--- config.mk ---
export PLATFORM = sky130hd
export DESIGN_NAME = uart_rx_seq_flat
export DESIGN_NICKNAME = d
export VERILOG_FILES = /design/src/rtl/uart_rx_seq_if.sv /design/src/rtl/uart_rx_seq.sv /design/src/flat_wrapper.sv
export SDC_FILE = /design/constraint.sdc
export NUM_CORES = 1
export LEC_CHECK = 0
export ABC_CLOCK_PERIOD_IN_PS = 4100
export CAP_MARGIN = 0
export CELL_PAD_IN_SITES_DETAIL_PLACEMENT = 1
export CELL_PAD_IN_SITES_GLOBAL_PLACEMENT = 2
export CORE_MARGIN = 2
export CORE_UTILIZATION = 41
export CTS_CLUSTER_SIZE = 16
export DETAILED_ROUTE_END_ITERATION = 12
export PLACE_DENSITY = 0.93
export SLEW_MARGIN = 10
export SYNTH_ARGS = -nofsm -noshare
export SYNTH_HDL_FRONTEND = slang
export SYNTH_SLANG_ARGS = --single-unit
--- constraint.sdc ---
create_clock -name clk -period 4.1 [get_ports clk]
set_input_delay 0.82 -clock clk [delete_from_list [all_inputs] [get_ports clk]]
set_output_delay 0.82 -clock clk [all_outputs]
set_load 0.02 [all_outputs]
--- src/rtl/uart_rx_seq_if.sv ---
`default_nettype none
// ============================================================================
// Module   : uart_rx_seq_if
// Purpose  : Serial line in, received byte and status strobes out.
// Revision : 1.0 - initial release
// ============================================================================
interface uart_rx_seq_if;
    logic       rxd;
    logic [7:0] dout;
    logic       vld_rx;
    logic       frm_err;
    logic       busy;

    // master: the receiver itself; slave: the byte consumer / line driver
    modport master (input rxd, output dout, vld_rx, frm_err, busy);
    modport slave  (output rxd, input dout, vld_rx, frm_err, busy);
endinterface
`default_nettype wire

--- src/rtl/uart_rx_seq.sv ---
`default_nettype none
// ============================================================================
// Module   : uart_rx_seq
// Purpose  : UART receive sequencer - mid-bit start qualification, 8N1 capture.
// Revision : 1.0 - initial release
// ============================================================================
module uart_rx_seq #(
    parameter int BIT_TICKS = 16
) (
    input  wire logic     clk,
    input  wire logic     rst,
    uart_rx_seq_if.master bus
);
    localparam int HALF    = BIT_TICKS / 2;
    localparam int c_cnt_w = $clog2(BIT_TICKS);
    localparam logic [c_cnt_w-1:0] c_cnt_last = c_cnt_w'(BIT_TICKS - 1);
    localparam logic [c_cnt_w-1:0] c_cnt_half = c_cnt_w'(HALF - 1);

    typedef enum logic [2:0] {
        S_IDLE  = 3'd0,
        S_START = 3'd1,
        S_DATA  = 3'd2,
        S_STOP  = 3'd3,
        S_BREAK = 3'd4
    } state_t;

    state_t               r_state;
    logic [c_cnt_w-1:0]   r_cnt;
    logic [2:0]           r_bit_idx;
    logic [7:0]           r_sh;
    logic                 r_s1;
    logic                 r_rxd_s;
    logic [7:0]           r_dout;
    logic                 r_vld_rx;
    logic                 r_frm_err;

    always_ff @(posedge clk or posedge rst) begin
        if (rst) begin
            r_state   <= S_IDLE;
            r_cnt     <= '0;
            r_bit_idx <= '0;
            r_sh      <= '0;
            r_s1      <= 1'b1;
            r_rxd_s   <= 1'b1;
            r_dout    <= '0;
            r_vld_rx  <= 1'b0;
            r_frm_err <= 1'b0;
        end else begin
            r_s1      <= bus.rxd;
            r_rxd_s   <= r_s1;
            r_vld_rx  <= 1'b0;
            r_frm_err <= 1'b0;
            case (r_state)
                S_IDLE: begin
                    if (!r_rxd_s) begin
                        r_state <= S_START;
                        r_cnt   <= '0;
                    end
                end
                S_START: begin
                    // a high line anywhere in the first half bit is a glitch
                    if (r_rxd_s) begin
                        r_state <= S_IDLE;
                    end else if (r_cnt == c_cnt_half) begin
                        r_state   <= S_DATA;
                        r_cnt     <= '0;
                        r_bit_idx <= '0;
                    end else begin
                        r_cnt <= r_cnt + 1'b1;
                    end
                end
                S_DATA: begin
                    if (r_cnt == c_cnt_last) begin
                        r_sh      <= {r_rxd_s, r_sh[7:1]};
                        r_cnt     <= '0;
                        r_bit_idx <= r_bit_idx + 3'd1;
                        if (r_bit_idx == 3'd7) begin
                            r_state <= S_STOP;
                        end
                    end else begin
                        r_cnt <= r_cnt + 1'b1;
                    end
                end
                S_STOP: begin
                    if (r_cnt == c_cnt_last) begin
                        if (r_rxd_s) begin
                            r_dout   <= r_sh;
                            r_vld_rx <= 1'b1;
                            r_state  <= S_IDLE;
                        end else begin
                            r_frm_err <= 1'b1;
                            r_state   <= S_BREAK;
                        end
                    end else begin
                        r_cnt <= r_cnt + 1'b1;
                    end
                end
                S_BREAK: begin
                    // wait out a held-low line before hunting for a new start
                    if (r_rxd_s) begin
                        r_state <= S_IDLE;
                    end
                end
                default: r_state <= S_IDLE;
            endcase
        end
    end

    assign bus.dout    = r_dout;
    assign bus.vld_rx  = r_vld_rx;
    assign bus.frm_err = r_frm_err;
    assign bus.busy    = (r_state != S_IDLE);

endmodule
`default_nettype wire

--- src/flat_wrapper.sv ---
// flat-port wrapper written by rule: the top's interface ports become plain ports
module uart_rx_seq_flat 
#(
    parameter int BIT_TICKS = 16
)
  (clk, rst, bus_rxd, bus_dout, bus_vld_rx, bus_frm_err, bus_busy);
  uart_rx_seq_if bus_i ();
  input  wire logic clk;
  input  wire logic rst;
  input wire logic [$bits(bus_i.rxd)-1:0] bus_rxd;
  output wire logic [$bits(bus_i.dout)-1:0] bus_dout;
  output wire logic [$bits(bus_i.vld_rx)-1:0] bus_vld_rx;
  output wire logic [$bits(bus_i.frm_err)-1:0] bus_frm_err;
  output wire logic [$bits(bus_i.busy)-1:0] bus_busy;
  assign bus_i.rxd = bus_rxd;
  assign bus_dout = bus_i.dout;
  assign bus_vld_rx = bus_i.vld_rx;
  assign bus_frm_err = bus_i.frm_err;
  assign bus_busy = bus_i.busy;
  uart_rx_seq #(.BIT_TICKS(BIT_TICKS)) u_core (.clk(clk), .rst(rst), .bus(bus_i));
endmodule
# Word-level counts from Yosys, hierarchy flattened
# Index checks and enable logic that the tools add are counted.
# totals
regBits	30
latch_bits	0
ramBits	0
rom_bits	0
in_bits	3
output_inout_bits	11
memories	0
# op_classes
add_sub_neg	2
multipliers	0
div	0
n_lt_le_gt_ge	0
eq_ne	16
n_shift	0
mux	25
n_bitwise	0
n_reduce_logical	9
# ops
op	n
$mux W3	11
$mux W4	5
$pmux W4 S4	1
$pmux W3 S5	1
$ne A2 B1 Y1 const B	5
$reduce_and A4 Y1	2
$eq A3 B2 Y1 const B	2
$eq A3 B3 Y1 const B	2
$mux W1	6
$ne A2 B2 Y1 const B	3
$pmux W3 S2	1
$reduce_and A6 Y1	1
$add A4 B1 Y4 const B	1
$eq A4 B3 Y1 const B	1
$eq A4 B4 Y1 const B	1
$reduce_bool A4 Y1	1
$add A3 B1 Y3 const B	1
$eq A3 B1 Y1 const B	1
$logic_not A3 Y1	1
$ne A3 B1 Y1 const B	1
$reduce_and A3 Y1	1
$reduce_bool A3 Y1	1
$reduce_and A2 Y1	1
$reduce_bool A2 Y1	1

# Depth between registers and ports, before layout
# Gate-level depths: netlist (run 1).
# depth
word_depth	4
ltp_mapped	6
depth_no_buf	6

# Least setup slack after synthesis (run 1)
# No wires, ideal clock.
# synth_path
kind	flip-flop to flip-flop
start	register u_core.r_cnt[0]
end	register u_core.r_dout[0], in the netlist u_core.bus.dout[0]
setup_ns	0.125
t_arrival_ns	1.729
path_slack_ns	2.246
path_stages_with_launch	7
synth_period_minus_slack_ns	1.854
path_cell_list	dfrtp_1 > ha_1 > nand4_2 > or3b_4 > or2_1 > buf_6 > mux2_4
# synth_via
elab_chain_len	2
# synth_lines
item	line_no	source
start: declaration	uart_rx_seq.sv:28	logic [c_cnt_w-1:0] r_cnt;
start signal: assignment	uart_rx_seq.sv:69	r_cnt <= r_cnt + 1'b1;
start signal: assignment	uart_rx_seq.sv:81	r_cnt <= r_cnt + 1'b1;
start signal: assignment	uart_rx_seq.sv:95	r_cnt <= r_cnt + 1'b1;
$eq A4 B4 Y1	uart_rx_seq.sv:85	if (r_cnt == c_cnt_last) begin
$reduce_and A3 Y1 (no line)	--	
end signal: assignment	uart_rx_seq.sv:87	r_dout <= r_sh;
end: declaration	uart_rx_seq.sv:33	logic [7:0] r_dout;
# Every way passes these cells.
# A chain may end at the register's enable or synchronous reset.

# Final worst setup path (run 1)
# layout_path
start	register u_core.r_state[2]
end	output bus_busy
# layout_via
elab_chain_len	1
# layout_lines
item	line_no	source
start: declaration	uart_rx_seq.sv:27	state_t r_state;
start signal: assignment	uart_rx_seq.sv:39	r_state <= S_IDLE;
start signal: assignment	uart_rx_seq.sv:56	r_state <= S_START;
start signal: assignment	uart_rx_seq.sv:63	r_state <= S_IDLE;
$reduce_bool A3 Y1	uart_rx_seq.sv:112	assign bus.busy = (r_state != S_IDLE);
end: declaration	flat_wrapper.sv:14	output wire logic [$bits(bus_i.busy)-1:0] bus_busy;
# Every way passes these cells.

==> run_results.csv, run 1 <==
group,metric,value,unit
outcome,status,"finished, final reports clean",
logic_synthesis,synth.area.top_cells,"dfrtp_1 (51%), mux2_2 (9.9%), mux2_4 (8.8%)",
setup_path,critPathKind,"register to primary output",
logic_synthesis,synth_mux_area_frac,0.1947,
timing,fin_crit,2512,ps
timing,worst_pin_slew,1077,ps
power_and_ir_drop,ir_drop,0.1690,mV
clock_tree,cts_buffers,5,
detailed_routing,drt_iter0_drc,21,
timing,setup_viol,0,
logic_synthesis,syn_area_per_cell,13.10,sq um
finish,post-route-util,0.5032,
logic_synthesis,synth_top_family_by_area,"multiplexers",
global_route,grt_pass1_vias,896,
setup_path,cp-start-kind,"register",
clock_tree,clock-sinks,30,
setup_path,arrival,1690,ps
logic_synthesis,synth_compound_area_frac,0.07438,
power_and_ir_drop,clockPowerShare,0.252,
logic_synthesis,synthSimpleGateAreaFrac,0.1139,
finish,fin_nets,125,
power_and_ir_drop,p_comb_frac,0.182,
logic_synthesis,synth-seq-area-share,0.5528,
detailed_routing,ant_nets,0,
die,die_x,61.65,microns
die,core-area,0.003103,sq mm
finish,layout-drive-gt1-share,0.2689,
timing,hold_viol,0,
logic_synthesis,synth_area,0.001363,sq mm
detailed_routing,wire_per_inst,15.58,microns
clock_tree,cts_buffer_depth,2,
logic_synthesis,synthCells,104,
detailed_routing,post-route-drc-count,0,
die,dieArea,0.003801,sq mm
placement,dpl_cell_area,0.001516,sq mm
finish,fillers,333,
logic_synthesis,ys_types,37,
worst_hold_path,hold_path.class,"register to register",
global_route,gr-total-overflow,0,
finish,syn2layout_area_growth,14.60,%
global_route,grt_pass1_wl,4.215,mm
logic_synthesis,synth-xor-area-share,0,
power_and_ir_drop,pwr-share-seq,0.566,
timing,skew,9.535,ps
clock_tree,htree_num_levels,2,
placement,hpwl,1.820,mm
power_and_ir_drop,swShare,0.3096,
timing,report.final.slew_viol_count,0,
clock_tree,cts_setup_buffers,0,
logic_synthesis,synth_top_area_frac,0.5142,
power_and_ir_drop,switchingPower,0.0001955,W
finish,final_cell_mix,"dfrtp_1 (28), clkdlybuf4s50_1 (13), mux2_2 (12), mux2_4 (8)",
logic_synthesis,synthAdderAreaFrac,0.02755,
logic_synthesis,ys_ff_latch,30,
timing,period_share,0.6127,
clock_tree,clock_latency,340,ps
timing,relSlewSlack,0.2813,
finish,antenna_cells,0,
detailed_routing,num_vias,853,
global_route,grt_max_degree,31,
logic_synthesis,yosys.area.top_type,"dfrtp_1",
setup_path,crit_path_end_kind,"primary output",
setup_path,crit_fanout,12,
run,maxCapViolations,0,
die,start_util,0.4391,
die,num_io_pins,14,
finish,final_common_cell,"dfrtp_1",
timing,max_freq,0.3981,GHz
finish,design_area,0.001562,sq mm
logic_synthesis,syn-num-nets,110,
global_route,track_usage,0.1608,
setup_path,crit_required,3280,ps
placement,gp_congestion,0.8251,
clock_tree,cts_resized,0,
die,rows,20,
power_and_ir_drop,leakage,0.7720,nW
clock_tree,tritoncts,"done",
clock_tree,cts-hold-fix-buffers,0,
global_route,antenna_found_initial,0,
detailed_routing,vias_per_cell,5.233,
logic_synthesis,synth_warnings,0,
detailed_routing,firstDrtPassIters,2,
timing,setup-tns-final,0,ps
clock_tree,cts_root_buffer,"clkbuf_4",
die,die_h,61.65,microns
placement,portBuffers,13,
timing,rsz0062_at_grt,"no",
clock_tree,path_clk_slew,80,ps
power_and_ir_drop,p_per_area,404.4,mW/mm^2
detailed_routing,drt_wl_total,2.540,mm
power_and_ir_drop,intPower,0.0004360,W
## synthesized netlist by cell type (all sizes together)
master  count
inv         5
dfstp       2
nor2        4
nand2b      1
a31oi       1
ha          3
clkbuf      2
a21oi       5
and2        1
nand2       4
a211oi      1
nand3       1
o22ai       1
nor3        2
nor4        2
mux2       20
a311o       1
nand4       1
nor2b       2
dfrtp      28
nor3b       1
and3        3
and3b       1
mux2i       1
a311oi      1
or3b        1
a21o        1
o31ai       1
o21ai       1
a22o        2
or2         1
buf         3
## registers in the layout, summed over array words and instances, names as in the netlist
name	cells
u_core.bus.dout	8
u_core.bus.vld_rx	1
u_core.r_bit_idx	3
u_core.r_state	3
u_core.r_rxd_s	1
u_core.bus.frm_err	1
u_core.r_sh	8
u_core.r_s1	1
u_core.r_cnt	4
## layout make-up
cell class | count | area, sq um | area share
Clock buffer | 7 | 45.04 | 0.02885
Sequential cell | 30 | 753.2 | 0.4824
Timing Repair Buffer | 13 | 130.1 | 0.08333
Multi-Input combinational cell | 64 | 559.3 | 0.3582
Inverter | 5 | 18.77 | 0.01202
Tap cell | 44 | 55.05 | 0.03526
## through the flow
| step | hold WS [ps] | total power [W] | setup slack (ps) | std cells |
|---|---|---|---|---|
| final | 358.7 | 0.0006315 | 1588 | 163 |
| after global routing | 363.2 | 0.0006708 | 1462 | 163 |
| after CTS | 359.0 | 0.0006381 | 1569 | 163 |
| after detailed placement | 347.5 | 0.0004804 | 1932 | 156 |
| after global placement | 346.9 | 0.0004715 | 1968 | 156 |
| after floorplan | 345.2 | 0.0004454 | 2246 | 104 |
## logic make-up (layout without fill, tap and decap cells)
kind of cell	count (synthesis)	after routing
adders and majority gates	3	3
AOI/OAI and AO/OA	15	15
DFF	30	30
muxes	21	21
and+or+nand+nor	25	25
buffers and inverters	10	25
## routing by layer
layer	wire length (microns)	track usage	part of all wire	vias up
met4	59	0.09119	0.023	0
met2	1253	0.2496	0.49	13
met1	1140	0.2022	0.45	431
met3	87	0.04412	0.034	8
met5	0	0	0	-
li1	-	-	-	401
## critical path, stage by stage, from the launching register on
cell and delay (ps):
dfrtp_1 560, nor2_1 120, nand2_1 80, clkdlybuf4s50_1 590
## final timing paths
| check | start | depth (start not counted) | slack (ps) | end |
|---|---|---|---|---|
| max | u_core.r_state[2] | 3 | 1590 | bus_busy |
| min | u_core.r_s1 | 0 | 360 | u_core.r_rxd_s |
| max reg2reg | u_core.r_cnt[0] | 5 | 1970 | u_core.bus.dout[2] |
| min reg2reg | u_core.r_s1 | 0 | 360 | u_core.r_rxd_s |
| max in group asynchronous | rst | 2 | 2380 | u_core.r_bit_idx[1] |
| min in group asynchronous | rst | 2 | 1060 | u_core.r_cnt[1] |
## power by group through the flow
stage / registers [W] / logic [W] / clock network [W]
after floorplan: 0.000339 / 0.000106 / 0
after global routing: 0.000363 / 0.000130 / 0.000177
after global placement: 0.000360 / 0.000111 / 0
after detailed placement: 0.000365 / 0.000116 / 0
final: 0.000358 / 0.000115 / 0.000159
after CTS: 0.000358 / 0.000117 / 0.000163
(Power assumes the default switching activity.)
==> inputs of run 2 (changes only) <==
--- a/config.mk
+++ b/config.mk
@@ -5,15 +5,15 @@
 export SDC_FILE = /design/constraint.sdc
 export NUM_CORES = 1
 export LEC_CHECK = 0
-export ABC_CLOCK_PERIOD_IN_PS = 4100
+export ABC_CLOCK_PERIOD_IN_PS = 2500
 export CAP_MARGIN = 0
 export CELL_PAD_IN_SITES_DETAIL_PLACEMENT = 1
 export CELL_PAD_IN_SITES_GLOBAL_PLACEMENT = 2
 export CORE_MARGIN = 2
-export CORE_UTILIZATION = 41
+export CORE_UTILIZATION = 38
 export CTS_CLUSTER_SIZE = 16
 export DETAILED_ROUTE_END_ITERATION = 12
-export PLACE_DENSITY = 0.93
+export PLACE_DENSITY = 0.88
 export SLEW_MARGIN = 10
 export SYNTH_ARGS = -nofsm -noshare
 export SYNTH_HDL_FRONTEND = slang
==> constraint.sdc (replaced) <==
create_clock -name clk -period 2.5 [get_ports clk]
set_input_delay 0.5 -clock clk [delete_from_list [all_inputs] [get_ports clk]]
set_output_delay 0.5 -clock clk [all_outputs]
set_load 0.02 [all_outputs]
==> run_results.csv, run 2 (synthesis results as in run 1) <==
group,metric,value,unit
finish,final_common_cell,"dfrtp_1",
clock_tree,cts_buffers,5,
setup_path,reg2reg_slack,410,ps
global_route,grt_pass1_vias,949,
setup_path,cp-start-kind,"register",
setup_path,worstPathCellList,"nor2_1 -> nand2_1 -> clkdlybuf4s50_1",
setup_path,crit_slowest_cell,"dfrtp_1",
timing,worst_pin_slew,675.7,ps
timing,fin_crit,2253,ps
clock_tree,cts-hold-fix-buffers,0,
clock_tree,cts_setup_buffers,0,
worst_hold_path,hold_path.class,"register to register",
global_route,grt_max_degree,31,
die,rows,21,
finish,final_cell_mix,"dfrtp_1 (28), clkdlybuf4s50_1 (13), mux2_2 (12), mux2_4 (8)",
power_and_ir_drop,ir_drop,0.5754,mV
finish,antenna_cells,0,
die,dieArea,0.004081,sq mm
timing,relSlewSlack,0.5471,
clock_tree,path_clk_slew,90,ps
setup_path,startpoint,"u_core.r_state[2]",
global_route,grt_pass1_wl,4.526,mm
die,die_x,63.88,microns
detailed_routing,wire_per_inst,14.91,microns
setup_path,crit_family,"flip-flops",
placement,portBuffers,13,
power_and_ir_drop,leakage,0.8099,nW
placement,gp_congestion,0.7895,
global_route,gr-total-overflow,0,
clock_tree,tritoncts,"done",
clock_tree,htree_num_levels,2,
finish,fin_nets,126,
placement,dp.cells,159,
setup_path,crit_fanout,12,
setup_path,arrival,1750,ps
detailed_routing,vias_per_cell,5.054,
clock_tree,cts_buffer_depth,2,
setup_path,critPathKind,"register to primary output",
setup_path,crit_required,2000,ps
detailed_routing,drt_iter0_drc,9,
worst_hold_path,holdPathStages,0,
setup_path,crit_path_end_kind,"primary output",
timing,setup_viol,0,
setup_path,r2r_end,"u_core.bus.dout[6]",
finish,syn2layout_area_growth,20.20,%
timing,setup-tns-final,0,ps
clock_tree,cts_root_buffer,"clkbuf_4",
clock_tree,clock_latency,320,ps
worst_hold_path,min-delay-start,"u_core.r_s1",
detailed_routing,drt_wl_total,2.490,mm
setup_path,ff2ff_path_depth,5,
setup_path,max_stage_delay,610,ps
timing,skew,10.32,ps
die,num_io_pins,14,
timing,report.final.slew_viol_count,0,
timing,period_share,0.9011,
clock_tree,clock-sinks,30,
finish,layout-drive-gt1-share,0.2975,
detailed_routing,ant_nets,0,
run,maxCapViolations,0,
clock_tree,cts_resized,0,
global_route,antenna_found_initial,0,
detailed_routing,post-route-drc-count,0,
outcome,status,"finished, final reports clean",
timing,max_freq,0.4439,GHz
finish,layoutNonFillerInstCount,167,
global_route,track_usage,0.1435,
worst_hold_path,min_to,"u_core.r_rxd_s",
die,die_h,63.88,microns
setup_path,cp_num_buf_inv,1,
power_and_ir_drop,p_per_area,787.4,mW/mm^2
placement,hpwl,1.730,mm
die,core-area,0.003390,sq mm
detailed_routing,num_vias,844,
timing,hold_viol,0,
detailed_routing,firstDrtPassIters,4,
timing,rsz0062_at_grt,"no",
die,start_util,0.4020,
setup_path,r2r-start,"u_core.r_cnt[0]",
[run 2: worst reg2reg max path: cells and delay by family, from the launching register on]
family	cells	cell delay, ps
flip-flops	1	390
multiplexers	1	380
AND/OR/NAND/NOR	3	1010
adder cells (fa/ha/maj)	1	220
[run 2: area by class of cell]
type / instances / area, sq um
clock inverters: 2 / 60.06
clock buffers: 6 / 51.30
inverters: 5 / 18.77
multi-input cells: 64 / 559.3
flip-flops and latches: 30 / 753.2
repair buffers: 14 / 137.6
well taps: 46 / 57.56
fillers: 354 / 1752
[run 2: routing by layer]
layer | track usage | vias up | wire [microns]
met5 | 0 | - | 0
met2 | 0.2305 | 13 | 1226
met3 | 0.04225 | 2 | 66
met4 | 0.04891 | 0 | 13
li1 | - | 405 | -
met1 | 0.1846 | 424 | 1184
[run 2: metrics by stage]
stage,area (sq um),util,hold WS (ps),setup slack [ps],power [W]
final,1638,0.4832,362.2,247.2,0.001290
after global routing,1638,0.4832,371.0,159.0,0.001358
after CTS,1638,0.4832,364.8,251.3,0.001308
after detailed placement,1526,0.4504,350.1,428.0,0.0007922
after global placement,1526,0.4504,348.3,490.3,0.0007826
after floorplan,1363,-,345.2,645.7,0.0007304
[run 2: power by group]
part / switching [W] / internal, W / total, W
Sequential: 0.0000702 / 0.000520 / 0.000590
Clock: 0.000169 / 0.000339 / 0.000507
Combinational: 0.000101 / 0.0000909 / 0.000192
[run 2: worst max-delay path by stage]
stage,end,cells after the start
after floorplan,u_core.bus.dout[0],6
after global placement,u_core.bus.dout[5],5
after detailed placement,u_core.bus.dout[5],5
after CTS,bus_busy,3
after global routing,bus_busy,3
final,bus_busy,3
==> inputs of run 3 (changes only) <==
--- a/config.mk
+++ b/config.mk
@@ -5,7 +5,7 @@
 export SDC_FILE = /design/constraint.sdc
 export NUM_CORES = 1
 export LEC_CHECK = 0
-export ABC_CLOCK_PERIOD_IN_PS = 2500
+export ABC_CLOCK_PERIOD_IN_PS = 2550
 export CAP_MARGIN = 0
 export CELL_PAD_IN_SITES_DETAIL_PLACEMENT = 1
 export CELL_PAD_IN_SITES_GLOBAL_PLACEMENT = 2
@@ -14,7 +14,6 @@
 export CTS_CLUSTER_SIZE = 16
 export DETAILED_ROUTE_END_ITERATION = 12
 export PLACE_DENSITY = 0.88
-export SLEW_MARGIN = 10
 export SYNTH_ARGS = -nofsm -noshare
 export SYNTH_HDL_FRONTEND = slang
 export SYNTH_SLANG_ARGS = --single-unit
==> constraint.sdc (replaced) <==
create_clock -name clk -period 2.55 [get_ports clk]
set_input_delay 0.51 -clock clk [delete_from_list [all_inputs] [get_ports clk]]
set_output_delay 0.51 -clock clk [all_outputs]
set_load 0.02 [all_outputs]
==> results of run 3 <==
The final DEF is identical to that of run 2. Status: finished, final reports clean.
Main changes from that run: setup slack after placement 428.0 ps -> 478.0 ps; setup slack after layout 247.2 ps -> 287.2 ps; register-to-register setup slack 410 ps -> 460 ps; total power 0.001290 W -> 0.001264 W; worst IR drop on VDD 0.5754 mV -> 0.5642 mV
